[src/rtl/mem_io_bridge.sv]
// mem_io_bridge: CPU data-port bridge splitting the address space into a
// synchronous RAM region and a memory-mapped I/O region starting at IO_BASE.
//
// I/O map (offsets from IO_BASE):
//   0 GPIO_OUT    r/w
//   1 GPIO_IN     r    (gpio_in through a 2-flop synchronizer)
//   2 FIFO_STATUS r    bit0 empty, bit1 full, bits[4:2] count
//   3 FIFO_DATA   r    load pops the input FIFO
//   4 TIMER       r/w  free-running counter      (MEM_IO_TIMER_EN only)
//   5 TIMER_CMP   r/w  compare value             (MEM_IO_TIMER_EN only)
//   6 TIMER_FLAG  r/w1c bit0 match flag          (MEM_IO_TIMER_EN only)
//   7+            read 0, writes ignored
//
// Configuration macro: MEM_IO_TIMER_EN -- when undefined, offsets 4-6 read 0,
// writes to them are ignored and no timer state exists.
//
// Ports:
//   clk, reset                    clock, asynchronous active-high reset
//   mem_address, data_to_mem_store, write_to_memory, reading_for_load
//                                 CPU request
//   data_from_mem                 read data, one cycle after the address
//   ram_addr, ram_wdata, ram_we, ram_rdata
//                                 synchronous RAM, 1-cycle read latency
//   gpio_in, gpio_out             general-purpose I/O
//   in_valid, in_data, in_ready   producer side of the input FIFO
module mem_io_bridge #(
   parameter int unsigned      WIDTH      = 16,
   parameter logic [WIDTH-1:0] IO_BASE    = 16'hFF00,
   parameter int unsigned      FIFO_DEPTH = 4
) (
   input  logic             clk,
   input  logic             reset,
   input  logic [WIDTH-1:0] mem_address,
   input  logic [WIDTH-1:0] data_to_mem_store,
   input  logic             write_to_memory,
   input  logic             reading_for_load,
   output logic [WIDTH-1:0] data_from_mem,
   output logic [WIDTH-1:0] ram_addr,
   output logic [WIDTH-1:0] ram_wdata,
   output logic             ram_we,
   input  logic [WIDTH-1:0] ram_rdata,
   input  logic [WIDTH-1:0] gpio_in,
   output logic [WIDTH-1:0] gpio_out,
   input  logic             in_valid,
   input  logic [WIDTH-1:0] in_data,
   output logic             in_ready
);

   localparam int unsigned PW = $clog2(FIFO_DEPTH);
   localparam int unsigned CW = $clog2(FIFO_DEPTH + 1);

   localparam logic [WIDTH-1:0] OFF_GPIO_OUT    = WIDTH'(0);
   localparam logic [WIDTH-1:0] OFF_GPIO_IN     = WIDTH'(1);
   localparam logic [WIDTH-1:0] OFF_FIFO_STATUS = WIDTH'(2);
   localparam logic [WIDTH-1:0] OFF_FIFO_DATA   = WIDTH'(3);
   localparam logic [WIDTH-1:0] OFF_TIMER       = WIDTH'(4);
   localparam logic [WIDTH-1:0] OFF_TIMER_CMP   = WIDTH'(5);
   localparam logic [WIDTH-1:0] OFF_TIMER_FLAG  = WIDTH'(6);

   typedef enum logic {SEL_RAM, SEL_IO} region_e;

   // ---------------------------------------------------------------- decode
   logic             io_region;
   logic [WIDTH-1:0] io_off;
   logic             io_wr;

   assign io_region = (mem_address >= IO_BASE);
   assign io_off    = mem_address - IO_BASE;
   assign io_wr     = write_to_memory && io_region;

   assign ram_addr  = mem_address;
   assign ram_wdata = data_to_mem_store;
   assign ram_we    = write_to_memory && !io_region;

   // ---------------------------------------------------------------- FIFO
   logic [WIDTH-1:0] fifo_mem [FIFO_DEPTH];
   logic [PW-1:0]    wr_ptr, rd_ptr;
   logic [CW-1:0]    count;
   logic             empty, full, push, pop;
   logic [2:0]       count3;

   assign empty    = (count == '0);
   assign full     = (count == CW'(FIFO_DEPTH));
   // Held low during reset so no word is taken while state is being cleared.
   assign in_ready = !full && !reset;
   assign push     = in_valid && in_ready;
   assign pop      = reading_for_load && io_region && (io_off == OFF_FIFO_DATA) && !empty;
   assign count3   = 3'(count);

   always_ff @(posedge clk or posedge reset) begin
      if (reset) begin
         wr_ptr <= '0;
         rd_ptr <= '0;
         count  <= '0;
      end else begin
         if (push) wr_ptr <= wr_ptr + PW'(1);
         if (pop)  rd_ptr <= rd_ptr + PW'(1);
         case ({push, pop})
            2'b10:   count <= count + CW'(1);
            2'b01:   count <= count - CW'(1);
            default: count <= count;
         endcase
      end
   end

   // Storage needs no reset: pointers and count define what is valid.
   always_ff @(posedge clk) begin
      if (push) fifo_mem[wr_ptr] <= in_data;
   end

   // ---------------------------------------------------------------- GPIO
   logic [WIDTH-1:0] sync1, sync2;

   always_ff @(posedge clk or posedge reset) begin
      if (reset) begin
         gpio_out <= '0;
         sync1    <= '0;
         sync2    <= '0;
      end else begin
         sync1 <= gpio_in;
         sync2 <= sync1;
         if (io_wr && io_off == OFF_GPIO_OUT) gpio_out <= data_to_mem_store;
      end
   end

   // ---------------------------------------------------------------- timer
   logic [WIDTH-1:0] timer_rd, cmp_rd, flag_rd;

`ifdef MEM_IO_TIMER_EN
   logic [WIDTH-1:0] timer_q, cmp_q;
   logic             flag_q;

   always_ff @(posedge clk or posedge reset) begin
      if (reset) begin
         timer_q <= '0;
         cmp_q   <= '1;
         flag_q  <= 1'b0;
      end else begin
         if (io_wr && io_off == OFF_TIMER) timer_q <= data_to_mem_store;
         else                              timer_q <= timer_q + WIDTH'(1);
         if (io_wr && io_off == OFF_TIMER_CMP) cmp_q <= data_to_mem_store;
         // Set has priority over a same-cycle write-1-to-clear.
         if (timer_q == cmp_q)
            flag_q <= 1'b1;
         else if (io_wr && io_off == OFF_TIMER_FLAG && data_to_mem_store[0])
            flag_q <= 1'b0;
      end
   end

   assign timer_rd = timer_q;
   assign cmp_rd   = cmp_q;
   assign flag_rd  = {{(WIDTH-1){1'b0}}, flag_q};
`else
   assign timer_rd = '0;
   assign cmp_rd   = '0;
   assign flag_rd  = '0;
`endif

   // ---------------------------------------------------------------- read path
   logic [WIDTH-1:0] fifo_status;
   logic [WIDTH-1:0] io_rd;
   logic [WIDTH-1:0] io_rdata_q;
   region_e          region_q;
   logic             live_q;

   always_comb begin
      fifo_status      = '0;
      fifo_status[0]   = empty;
      fifo_status[1]   = full;
      fifo_status[4:2] = count3;
   end

   always_comb begin
      io_rd = '0;
      case (io_off)
         OFF_GPIO_OUT:    io_rd = gpio_out;
         OFF_GPIO_IN:     io_rd = sync2;
         OFF_FIFO_STATUS: io_rd = fifo_status;
         OFF_FIFO_DATA:   if (!empty) io_rd = fifo_mem[rd_ptr];
         OFF_TIMER:       io_rd = timer_rd;
         OFF_TIMER_CMP:   io_rd = cmp_rd;
         OFF_TIMER_FLAG:  io_rd = flag_rd;
         default:         io_rd = '0;
      endcase
   end

   always_ff @(posedge clk or posedge reset) begin
      if (reset) begin
         io_rdata_q <= '0;
         region_q   <= SEL_RAM;
         live_q     <= 1'b0;
      end else begin
         io_rdata_q <= io_rd;
         region_q   <= io_region ? SEL_IO : SEL_RAM;
         live_q     <= 1'b1;
      end
   end

   // live_q masks the RAM's unreset read port so the output is 0 from reset
   // until the first address has been captured.
   assign data_from_mem = !live_q ? '0 :
                          (region_q == SEL_IO) ? io_rdata_q : ram_rdata;

endmodule
[config.mk]
export PLATFORM = sky130hd
export DESIGN_NAME = mem_io_bridge
export DESIGN_NICKNAME = d
export VERILOG_FILES = /design/src/rtl/mem_io_bridge.sv
export SDC_FILE = /design/constraint.sdc
export NUM_CORES = 1
export LEC_CHECK = 0
export CELL_PAD_IN_SITES_DETAIL_PLACEMENT = 1
export CELL_PAD_IN_SITES_GLOBAL_PLACEMENT = 1
export CORE_MARGIN = 5
export CORE_UTILIZATION = 36
export DETAILED_ROUTE_END_ITERATION = 10
export GPL_ROUTABILITY_DRIVEN = 0
export PLACE_DENSITY = 0.85
export SYNTH_ARGS = -nofsm -noshare
export SYNTH_HDL_FRONTEND = slang
export SYNTH_SLANG_ARGS = --single-unit
[constraint.sdc]
create_clock -name clk -period 2 [get_ports clk]
set_input_delay 0.3 -clock clk [delete_from_list [all_inputs] [get_ports clk]]
set_output_delay 0.3 -clock clk [all_outputs]
set_load 0.01 [all_outputs]
Yosys cells after proc, flatten, opt, wreduce, memory -nomap -nowiden
Memories as Yosys holds them, arrays and structs flattened.
Index checks and enable logic that the tools add are counted.
W data, S select, Z words.
{"block": "word_totals", "ramBits": 64, "ff_bits": 73, "mem_count": 1, "elab_cells": 45, "output_inout_bits": 66}
{"name": "fifo_mem", "words": 4, "word_bits": 16, "rd": 1, "rd_clocked_by_memory_dff": 0, "wr": 1, "line": "76", "source": "logic [WIDTH-1:0] fifo_mem [FIFO_DEPTH];"}
{"block": "op_classes", "addsub": 5, "order_cmp": 1, "mux": 8, "eq_ne": 6, "reduce_logical": 15}
{"op": "$pmux W16 S4", "count": 1}
{"op": "$mux W16", "count": 3}
{"op": "$eq A16 B2 Y1 const B", "count": 2}
{"op": "$eq A16 B1 Y1 const B", "count": 1}
{"op": "$ge A16 B16 Y1 const B", "count": 1}
{"op": "$logic_not A16 Y1", "count": 1}
{"op": "$sub A16 B16 Y16 const B", "count": 1}
{"op": "$logic_and A1 B1 Y1", "count": 8}
{"op": "$pmux W3 S2", "count": 1}
{"op": "$add A2 B1 Y2 const B", "count": 2}
{"op": "$logic_not A1 Y1", "count": 4}
{"op": "$add A3 B1 Y3 const B", "count": 1}
{"op": "$eq A3 B3 Y1 const B", "count": 1}
{"op": "$logic_not A3 Y1", "count": 1}
{"op": "$mux W1", "count": 3}
{"op": "$sub A3 B1 Y3 const B", "count": 1}
{"op": "$eq A2 B1 Y1 const B", "count": 1}
{"op": "$eq A2 B2 Y1 const B", "count": 1}
{"op": "$reduce_bool A2 Y1", "count": 1}

Depth between registers and ports, before layout
Gate-level depths: netlist (run 1).
{"block": "depth", "word_depth": 6, "depth_mapped": 11}

Worst setup path after synthesis (run 1)
No wires, ideal clock.
{"block": "synth_path", "path_type": "input to register", "startpoint": "input mem_address[3]", "endpoint": "register count[2]", "setup_time_ps": 79, "arrival_ps": 2403, "n_path_buf": 0, "t_required_ps": 1921, "slack_ps": -482, "path_stages": 9, "path_cell_list": "or4_4 -> nor4_4 -> and3_1 -> ha_1 -> inv_1 -> fa_1 -> xor2_1 -> nor2_1 -> xor2_1"}
{"block": "synth_via", "elab_chain_len": 6, "word_cells_on_any_way": 10, "cone_classes": "add/sub (1); order compare (1); eq/ne (3); mux (1); reduce/logical (4)"}
{"item": "start: declaration", "line": "33", "source": "input logic [WIDTH-1:0] mem_address,"}
{"item": "$sub A16 B16 Y16 or $ge A16 B16 Y1 (tied branches)", "line": "68, 67"}
{"item": "$eq A16 B2 Y1 or $logic_and A1 B1 Y1 (tied branches)", "line": "87", "source": "assign pop = reading_for_load && io_region && (io_off == OFF_FIFO_DATA) && !empty;"}
{"item": "$logic_and A1 B1 Y1 (*) (2 in series)", "line": "87"}
{"item": "named net pop", "line": "79", "source": "logic empty, full, push, pop;"}
{"item": "$eq A2 B1 Y1 or $eq A2 B2 Y1 (tied branches)", "line": "98", "source": "case ({push, pop})"}
{"item": "$pmux W3 S2 or $reduce_bool A2 Y1 (tied branches)"}
{"item": "end signal: assignment", "line": "99", "source": "2'b10: count <= count + CW'(1);"}
{"item": "end signal: assignment", "line": "100", "source": "2'b01: count <= count - CW'(1);"}
{"item": "end signal: assignment", "line": "101", "source": "default: count <= count;"}
{"item": "end: declaration", "line": "78", "source": "logic [CW-1:0] count;"}
Mark *: on every way through the listed nets, which the timed path passes. The rest lies on a longest branch.
A chain may end at the register's enable or synchronous reset.

Final worst setup path (run 1)
{"block": "layout_path", "startpoint": "input mem_address[2]", "endpoint": "register count[2]"}
The elaborated chain is that of the path after synthesis.

==> results of run 1 <==
## synthesized netlist by cell type, drive strengths merged
master	n
a22oi	11
nor2b	21
fa	1
nor4	3
nor3	1
or3	1
mux2	17
or4	3
clkbuf	9
xor2	3
xnor2	3
or2	1
mux2i	20
a21oi	4
a31oi	1
a2111oi	1
and3	5
or4b	1
nor2	7
ha	5
a211oi	2
nand3	14
mux4	16
nand2	12
inv	7
edfxtp	64
nand4	3
o21ai	5
dfrtp	73
and2	2
buf	39
conb	1
## final cells by class
class | count | area share
Clock buffer | 19 | 0.05482
Clock inverter | 13 | 0.01177
Inverter | 7 | 0.003716
Multi-Input combinational cell | 164 | 0.1967
Sequential cell | 137 | 0.4642
Tap cell | 211 | 0.03267
Timing Repair Buffer | 193 | 0.2361
## worst paths after layout
check                               startpoint        end  slack [ps]
worst min-delay path                     reset   sync1[3]         330
min in group clk                    gpio_in[0]   sync1[0]         330
max in group asynchronous                reset     live_q        1150
worst min register to register       sync1[10]  sync2[10]         350
worst max register to register        count[1]   count[2]         -50
worst max-delay path            mem_address[2]   count[2]         -90
## logic make-up (layout without fill, tap and decap cells)
logic type,count (synthesis),count (layout),share of synthesized area
xor gates and xnor gates,6,6,0.009327
other,1,1,0.0006654
and+or+nand+nor,74,74,0.07771
muxes,53,53,0.1401
DFF,137,137,0.6652
AOI/OAI and AO/OA,24,24,0.02908
buffers and inverters,55,232,0.06328
adders and majority gates,6,6,0.01465
## routing by layer
layer	vias up	track usage	wire, µm
li1	1601	-	-
met1	1778	0.1908	5945
met2	128	0.2768	7168
met3	16	0.05551	1091
met4	2	0.04647	152
met5	-	0	13
## where the power goes
group	internal (W)	switching [W]
clock network	0.00162	0.00118
registers	0.00319	0.0000974
logic	0.000559	0.000487
total	0.00537	0.00176
## layout by cell type (no fill, tap or decap), types with 5 or more instances in the layout
master           synthesis  layout
a22oi_1                 11      11
clkdlybuf4s50_1          0     117
clkbuf_16                0      17
mux2_1                   6       6
mux2i_1                 20      20
nor2_1                   7       6
dlygate4sd2_1            0      25
nand2_1                 12      12
nand3_1                 14      14
edfxtp_1                64      64
mux2_4                  10      10
mux4_2                  16      16
nor2b_1                 21      20
dfrtp_1                 73      71
inv_1                    7       5
buf_12                   1       8
buf_4                   32      34
## state kept, by name, indices dropped and copies added, names as in the netlist
signal and flops:
count 3, fifo_mem 64, gpio_out 16, io_rdata_q 16, live_q 1, rd_ptr 2, region_q 1, sync1 16
sync2 16, wr_ptr 2
## worst max-delay path: stages
cell and delay, ps:
buf_2 110, or4_4 530, nor4_4 220, and3_4 260, ha_4 140, inv_2 40
fa_2 320, xor2_1 150, nor2_1 180, xor2_1 170
## timing repair
| action | CTS | global route |
|---|---|---|
| buffers inserted | 3 | 3 |
| pin swaps | 10 | 11 |
| setup endpoints to repair | 37 | 19 |
| gates resized for setup | 49 | 11 |
## per-stage QoR
stage,hold WS (ps),setup TNS [ps],setup WS [ps],power [W],cell area (µm²)
after detailed placement,335.6,-16400,-822.3,0.004345,7463
after CTS,311.7,-154.5,-154.5,0.007161,8018
after global placement,333.3,-15430,-734.6,0.004256,7463
final,326.5,-87.40,-87.40,0.007138,8080
after global routing,307.9,-190.0,-150.6,0.007451,8080
after floorplan,331.2,-646.3,-377.7,0.003743,5644
==> summary.txt, run 1 <==
DR DRC count -> 0
WP data required -> 2330 ps
Pwr/cell area -> 883.4 nW/µm²
Clock Latency Late Sink -> 410 ps
CTS buffer count -> 17
Vias -> 3525
Die span in x -> 135.1 µm
Post-Syn Nets -> 447
FP Rows -> 45
Type of origin of the critical path -> input pin
Worst IR Drop VDD -> 0.0006570 V
Vias in the first global route -> 4047
Synth area leader -> edfxtp_1
Clk sink count -> 137
GRT overflow -> 0
Crit Path Max Fanout -> 2
Cts hold-fix bufs -> 0
Status -> finished with violations
Nets@finish -> 611
Share of layout cells above drive strength 1 -> 0.2308
Synth-to-Final Area Change -> 43.38%
Core area -> 15260 µm²
Gate Count Post-Synth -> 356
Tcrit/Tclk final -> 1.044
R2R depth -> 9
DRT iter0 DRCs -> 114
# IOs -> 151
Post-synth cell types -> 40
Clk root buf -> clkbuf_16
RSZ-0062 raised after global routing -> yes
Die ar. -> 18260 µm²
Max Cap Viol -> 0
Failing checks -> setup timing
Post-route minimum period -> 2087 ps
Post-Syn Area -> 5635 µm²
Final ANT Viol Nets -> 0
Placed insts -> 706
Synth top area cells -> edfxtp_1, dfrtp_1, mux4_2
#FFs+latches synth -> 137
Filler instances -> 1472
Final wirelength -> 14.37 mm
Worst Setup Path Type -> in2reg
Final hold vios -> 0
CTS tree -> built
Yosys Warn Count -> 0
Pins Over Slew Limit -> 0
Detailed-route wire length per cell -> 19.32 µm
Syn_area_per_cell -> 15.83 µm²
Tightest Hold Check Type -> in2async
Fmax -> 479.1 MHz
CTS clk-pin slew, worst paths -> 60 ps
Number of diodes -> 0
DR pass1 iterations -> 4
Finish-stage setup viols -> 1
Fin cells -> 744
Die Ht -> 135.1 µm
H-tree levels -> 4
Pin count of the biggest net entering global routing -> 36
DR vias/cell -> 4.738
Crit end category -> flop
Global-route wire length before repair -> 22.25 mm
Skew final -> 8.685 ps
Leakage -> 3.290 nW
Critical Path AT -> 2420 ps
FF+latch area -> 3751 µm²
HPWL Detailed -> 10.60 mm
Yosys top cell area share -> 0.3410
Initial core utilization -> 0.3693
GRT Total Usage -> 0.1606
Sequential share of the synthesized area -> 0.6652
Buffers added on ports -> 150
Clock tree buffer depth -> 2
Multi-input logic area -> 1589 µm²
Post-route worst setup slack -> -87.40 ps
Initial antenna violation count -> 1
End-of-flow core utilization -> 0.5296
Power figures use the tool's default switching activity.
==> run 2, diff against run 1 <==
--- a/config.mk
+++ b/config.mk
@@ -12,6 +12,7 @@
 export DETAILED_ROUTE_END_ITERATION = 10
 export GPL_ROUTABILITY_DRIVEN = 0
 export PLACE_DENSITY = 0.85
+export REMOVE_ABC_BUFFERS = 1
 export SYNTH_ARGS = -nofsm -noshare
 export SYNTH_HDL_FRONTEND = slang
 export SYNTH_SLANG_ARGS = --single-unit
==> summary.txt, run 2 (synthesis gave the netlist of run 1 again) <==
Area after DPL -> 7435 µm² (-0.39%)
Multi-input logic area -> 1632 µm² (+2.7%)
Reg with most FFs -> fifo_mem
Initial core utilization -> 0.3693 (unchanged)
GRT overflow -> 0 (unchanged)
Leading cell type in the layout, fill and taps excluded -> clkdlybuf4s50_1
Vias in the first global route -> 4054 (+0.17%)
Post-route minimum period -> 2083 ps (-4.229 ps)
Die span in x -> 135.1 µm (unchanged)
Design Area, Final -> 8224 µm² (+1.8%)
FF+latch area -> 3750 µm² (about the same)
Buffers added on ports -> 150 (unchanged)
Final wirelength -> 15.22 mm (+5.9%)
HPWL Detailed -> 10.77 mm (+1.5%)
CTS clk-pin slew, worst paths -> 60 ps (about the same)
Synth-to-Final Area Change -> 45.94%
Die ar. -> 18260 µm² (unchanged)
Leakage -> 3.332 nW (+1.3%)
Max FFs per register -> 64 (unchanged)
Most frequent cells in the layout -> clkdlybuf4s50_1, dfrtp_1, edfxtp_1
Dpl ws -> -969.0 ps (-146.7 ps)
Pin count of the biggest net entering global routing -> 51 (+42%)
Finish-stage setup viols -> 1 (unchanged)
Detailed-route wire length per cell -> 20.37 µm (+5.5%)
DR pass1 iterations -> 4 (unchanged)
Skew final -> 5.926 ps (-2.760 ps)
Initial antenna violation count -> 0 (-1)
Share of layout cells above drive strength 1 -> 0.2519 (+0.02110)
DR DRC count -> 0 (unchanged)
Post-route worst setup slack -> -83.17 ps (+4.229 ps)
R2R depth -> 10 (+1)
Reg2Reg Launch Point -> count[0]
Tightest Hold Check Type -> in2async
Tcrit/Tclk final -> 1.042 (-0.002114)
Clock Latency Late Sink -> 410 ps (about the same)
Core area -> 15260 µm² (unchanged)
Clk root buf -> clkbuf_16
Number of diodes -> 0 (unchanged)
Die Ht -> 135.1 µm (unchanged)
GRT Total Usage -> 0.1692 (+0.008588)
Final hold vios -> 0 (unchanged)
Critical Path AT -> 2420 ps (about the same)
Crit end category -> flop
Clock tree buffer depth -> 2 (unchanged)
Worst IR Drop VDD -> 0.0005335 V (-19%)
Failing checks -> setup timing
Clk sink count -> 137 (unchanged)
DRT iter0 DRCs -> 220 (+93%)
Max Cap Viol -> 0 (unchanged)
FP Rows -> 45 (unchanged)
Global-route wire length before repair -> 23.27 mm (+4.6%)
Fmax -> 480.0 MHz (+0.20%)
Filler instances -> 1468 (-0.27%)
Final ANT Viol Nets -> 0 (unchanged)
Nets@finish -> 614 (+0.49%)
Worst Setup Path Type -> in2reg
Vias -> 3520 (-0.14%)
CTS tree -> built
DR vias/cell -> 4.712 (-0.54%)
WP data required -> 2340 ps (about the same)
Pwr/cell area -> 925.6 nW/µm² (+4.8%)
RSZ-0062 raised after global routing -> yes
Crit Path Max Fanout -> 2 (unchanged)
Status -> finished with violations
Worst Setup SP -> mem_address[4]
# IOs -> 151 (unchanged)
H-tree levels -> 4 (unchanged)
Pins Over Slew Limit -> 0 (unchanged)
CTS buffer count -> 17 (unchanged)
Type of origin of the critical path -> input pin
[run 2: changes by cell type in the layout (fill, tap and decap cells not counted), sizes merged]
cell / before / now
clkinv: 8 / 4
clkdlybuf4s15: 1 / 0
inv: 10 / 9
bufinv: 0 / 3
clkinvlp: 2 / 1
dlygate4sd2: 25 / 28
dlymetal6s2s: 4 / 1
clkbuf: 19 / 26
[run 2: power breakdown]
part | internal [W] | total, W | switching [W]
Sequential | 0.00319 | 0.00328 | 0.0000943
Clock | 0.00214 | 0.00330 | 0.00117
Combinational | 0.000537 | 0.00102 | 0.000487
[run 2: final cells by class]
type,count,share of cell area
clock inverters,10,0.01658
inverters,7,0.003195
well taps,211,0.03210
clock buffers,22,0.06025
flip-flops and latches,137,0.4560
multi-input cells,164,0.1984
repair buffers,196,0.2335
[run 2: repair_timing]
action / 4_1_cts / 5_1_grt
setup buffers: 4 / 5
hold buffers: 0 / 0
setup endpoints to repair: 37 / 16
gates cloned: 0 / 1
pin swaps: 11 / 10
resized for setup: 46 / 24
[run 2: stage by stage]
stage	hold slack [ps]	utilization	setup TNS [ps]	power, W	std cells
after floorplan	331.2	-	-20830	0.003664	308
after global placement	334.5	0.4872	-14180	0.004253	705
after detailed placement	335.6	0.4872	-15530	0.004332	705
after CTS	192.7	0.5307	-195.9	0.007636	741
after global routing	214.6	0.5390	-483.9	0.007916	747
final	197.1	0.5390	-83.17	0.007612	747
[run 2: worst paths after layout]
check / endpoint / slack, ps
worst min register to register: sync2[5] / 350
worst min-delay path: sync2[5] / 200
worst max-delay path: count[2] / -80
max in group asynchronous: live_q / 1230
min in group clk: sync1[10] / 330
worst max register to register: count[2] / -30
[run 2: critical path, stage by stage]
cell and delay (ps):
buf_6 90, or4_4 540, nor4_4 290, and3_4 260, ha_4 130, inv_2 30
fa_2 350, xor2_2 170, nor2_2 100, xor2_1 140
[run 2: layer usage]
layer | track usage | vias to the layer above | wire, µm
li1 | - | 1604 | -
met1 | 0.2004 | 1790 | 6175
met2 | 0.2920 | 110 | 7901
met3 | 0.05440 | 16 | 937
met4 | 0.05543 | 0 | 204
met5 | 0 | - | 0
==> run 3, diff against run 2 <==
--- a/config.mk
+++ b/config.mk
@@ -8,10 +8,12 @@
 export CELL_PAD_IN_SITES_DETAIL_PLACEMENT = 1
 export CELL_PAD_IN_SITES_GLOBAL_PLACEMENT = 1
 export CORE_MARGIN = 5
-export CORE_UTILIZATION = 36
+export CORE_UTILIZATION = 39
+export CTS_BUF_LIST = sky130_fd_sc_hd__clkbuf_4 sky130_fd_sc_hd__clkbuf_8 sky130_fd_sc_hd__clkbuf_16
 export DETAILED_ROUTE_END_ITERATION = 10
 export GPL_ROUTABILITY_DRIVEN = 0
-export PLACE_DENSITY = 0.85
+export MAX_ROUTING_LAYER = met4
+export PLACE_DENSITY = 0.87
 export REMOVE_ABC_BUFFERS = 1
 export SYNTH_ARGS = -nofsm -noshare
 export SYNTH_HDL_FRONTEND = slang
==> constraint.sdc (replaced) <==
create_clock -name clk -period 2.3 [get_ports clk]
set_input_delay 0.345 -clock clk [delete_from_list [all_inputs] [get_ports clk]]
set_output_delay 0.345 -clock clk [all_outputs]
set_load 0.01 [all_outputs]
==> summary.txt, run 3 (synthesis gave the netlist of run 1 again) <==
Status -> completed
Vias in the first global route -> 3995 (-1.5%)
DR vias/cell -> 4.837 (+2.7%)
Fin cells -> 712 (-4.7%)
Clock Latency Late Sink -> 410 ps (about the same)
Die Ht -> 130.2 µm (-3.6%)
Dpl ws -> -666.6 ps (+302.4 ps)
Initial core utilization -> 0.3922 (+0.02287)
Seq pwr share -> 0.464 (+0.032)
# IOs -> 151 (unchanged)
Comb power frac -> 0.128 (-0.007)
Clock tree buffer depth -> 2 (unchanged)
DR DRC count -> 0 (unchanged)
Pwr/cell area -> 776.0 nW/µm² (-16%)
Tot Pwr -> 0.006187 W (-19%)
P_int -> 0.004742 W (-19%)
Filler instances -> 1378 (-6.1%)
Post-route worst setup slack -> 24.43 ps (+107.6 ps)
Tightest Hold Check Type -> in2async
Post-route minimum period -> 2276 ps
Crit Path Max Fanout -> 2 (unchanged)
Global-route wire length before repair -> 22.71 mm (-2.4%)
GRT overflow -> 0 (unchanged)
Type of origin of the critical path -> input pin
End-of-flow core utilization -> 0.5549 (+0.01596)
Reg2Reg Launch Point -> count[0]
CTS buffer count -> 17 (unchanged)
DR pass1 iterations -> 4 (unchanged)
Worst IR Drop VDD -> 0.0004870 V (-8.7%)
Cts hold-fix bufs -> 0 (unchanged)
Initial antenna violation count -> 0 (unchanged)
Clock share of power -> 0.408 (-0.026)
DRT iter0 DRCs -> 209 (-5.0%)
Core area -> 14370 µm² (-5.8%)
Max FFs per register -> 64 (unchanged)
Share of layout cells above drive strength 1 -> 0.2178 (-0.03406)
Tcrit/Tclk final -> 0.9894
Number of diodes -> 0 (unchanged)
Crit end category -> flop
Final wirelength -> 15.04 mm (-1.2%)
Final hold vios -> 0 (unchanged)
Worst Setup Path Type -> in2reg
Most frequent cells in the layout -> clkdlybuf4s50_1, dfrtp_1, edfxtp_1
Skew final -> 4.854 ps (-1.072 ps)
Final ANT Viol Nets -> 0 (unchanged)
CTS tree -> built
Max Cap Viol -> 0 (unchanged)
CTS clk-pin slew, worst paths -> 50 ps (about the same)
Detailed-route wire length per cell -> 21.13 µm (+3.7%)
Die ar. -> 16950 µm² (-7.1%)
Finish-stage setup viols -> 0 (-1)
Vias -> 3444 (-2.2%)
WP data required -> 2640 ps (+300 ps)
R2R depth -> 9 (-1)
RSZ-0062 raised after global routing -> yes
Die span in x -> 130.2 µm (-3.6%)
Reg with most FFs -> fifo_mem
Leading cell type in the layout, fill and taps excluded -> clkdlybuf4s50_1
Buffers added on ports -> 150 (unchanged)
Net switching power -> 0.001445 W (-17%)
FP Rows -> 44 (-2.2%)
Nets@finish -> 606 (-1.3%)
Clk sink count -> 137 (unchanged)
Placed insts -> 673 (-4.5%)
Leakage -> 3.259 nW (-2.2%)
Switching share of power -> 0.2336 (+0.003773)
H-tree levels -> 4 (unchanged)
Critical Path AT -> 2610 ps (+190 ps)
R2r setup slk -> 60 ps (+90 ps)
Clk root buf -> clkbuf_16
HPWL Detailed -> 10.82 mm (+0.49%)
FF-to-FF End -> count[2]
Pins Over Slew Limit -> 0 (unchanged)
Synth-to-Final Area Change -> 41.50%
Pin count of the biggest net entering global routing -> 72 (+41%)
GRT Total Usage -> 0.1880 (+0.01873)
Fmax -> 439.5 MHz
==> run 3: metrics by stage <==
| step | hold slack (ps) | area, µm² | setup TNS [ps] |
|---|---|---|---|
| floorplan | 331.2 | 5305 | -4024 |
| global placement | 332.2 | 7313 | -6226 |
| detailed placement | 335.6 | 7313 | -6818 |
| CTS | 170.1 | 7926 | 0 |
| global route | 191.3 | 7974 | -43.22 |
| finish | 202.7 | 7974 | 0 |
==> run 3: power groups by stage <==
| stage | Clock [W] | Sequential, W | Combinational (W) |
|---|---|---|---|
| floorplan | 0 | 0.00288 | 0.000307 |
| global placement | 0 | 0.00289 | 0.000705 |
| detailed placement | 0 | 0.00291 | 0.000762 |
| CTS | 0.00259 | 0.00287 | 0.000796 |
| global route | 0.00271 | 0.00289 | 0.000862 |
| finish | 0.00253 | 0.00287 | 0.000794 |
==> run 3: final cells by class <==
cell class	instances	area (µm²)	area share
clock buffers	25	521.8	0.06543
well taps	184	230.2	0.02887
flip-flops and latches	137	3752	0.4706
multi-input cells	164	1568	0.1966
clock inverters	7	41.29	0.005178
inverters	7	26.28	0.003295
repair buffers	188	1834	0.2300
==> run 3: worst max-delay path, cell delays in order <==
cell and delay, ps:
clkbuf_2 100, or4_4 560, nor4_4 300, and3_4 250, ha_4 140, inv_2 50
fa_2 390, xor2_1 170, nor2_1 140, xor2_1 160
==> run 3: worst max-delay path by stage <==
stage	startpoint	end	slack, ps	cells after the start
4_1_cts	mem_address[12]	count[2]	20	11
3_5_place_dp	mem_address[3]	count[2]	-670	10
2_1_floorplan	mem_address[3]	count[2]	-460	9
3_3_place_gp	mem_address[3]	count[2]	-540	10
5_1_grt	count[0]	count[2]	-40	10
6_report	mem_address[3]	count[2]	20	10
==> run 3: per-layer routing <==
layer | share of wire | GRT usage
met1 | 0.39 | 0.2101
met2 | 0.55 | 0.3295
met3 | 0.045 | 0.04093
met4 | 0.022 | 0.07029
met5 | 0 | -
==> run 3: repair_timing <==
| item | in CTS | in global routing |
|---|---|---|
| setup endpoints to repair | 19 | 7 |
| gates cloned | 0 | 0 |
| resized for setup | 9 | 22 |
| endpoints found under the hold margin | 0 | 0 |
| pin swaps | 5 | 9 |
| setup buffers | 4 | 3 |
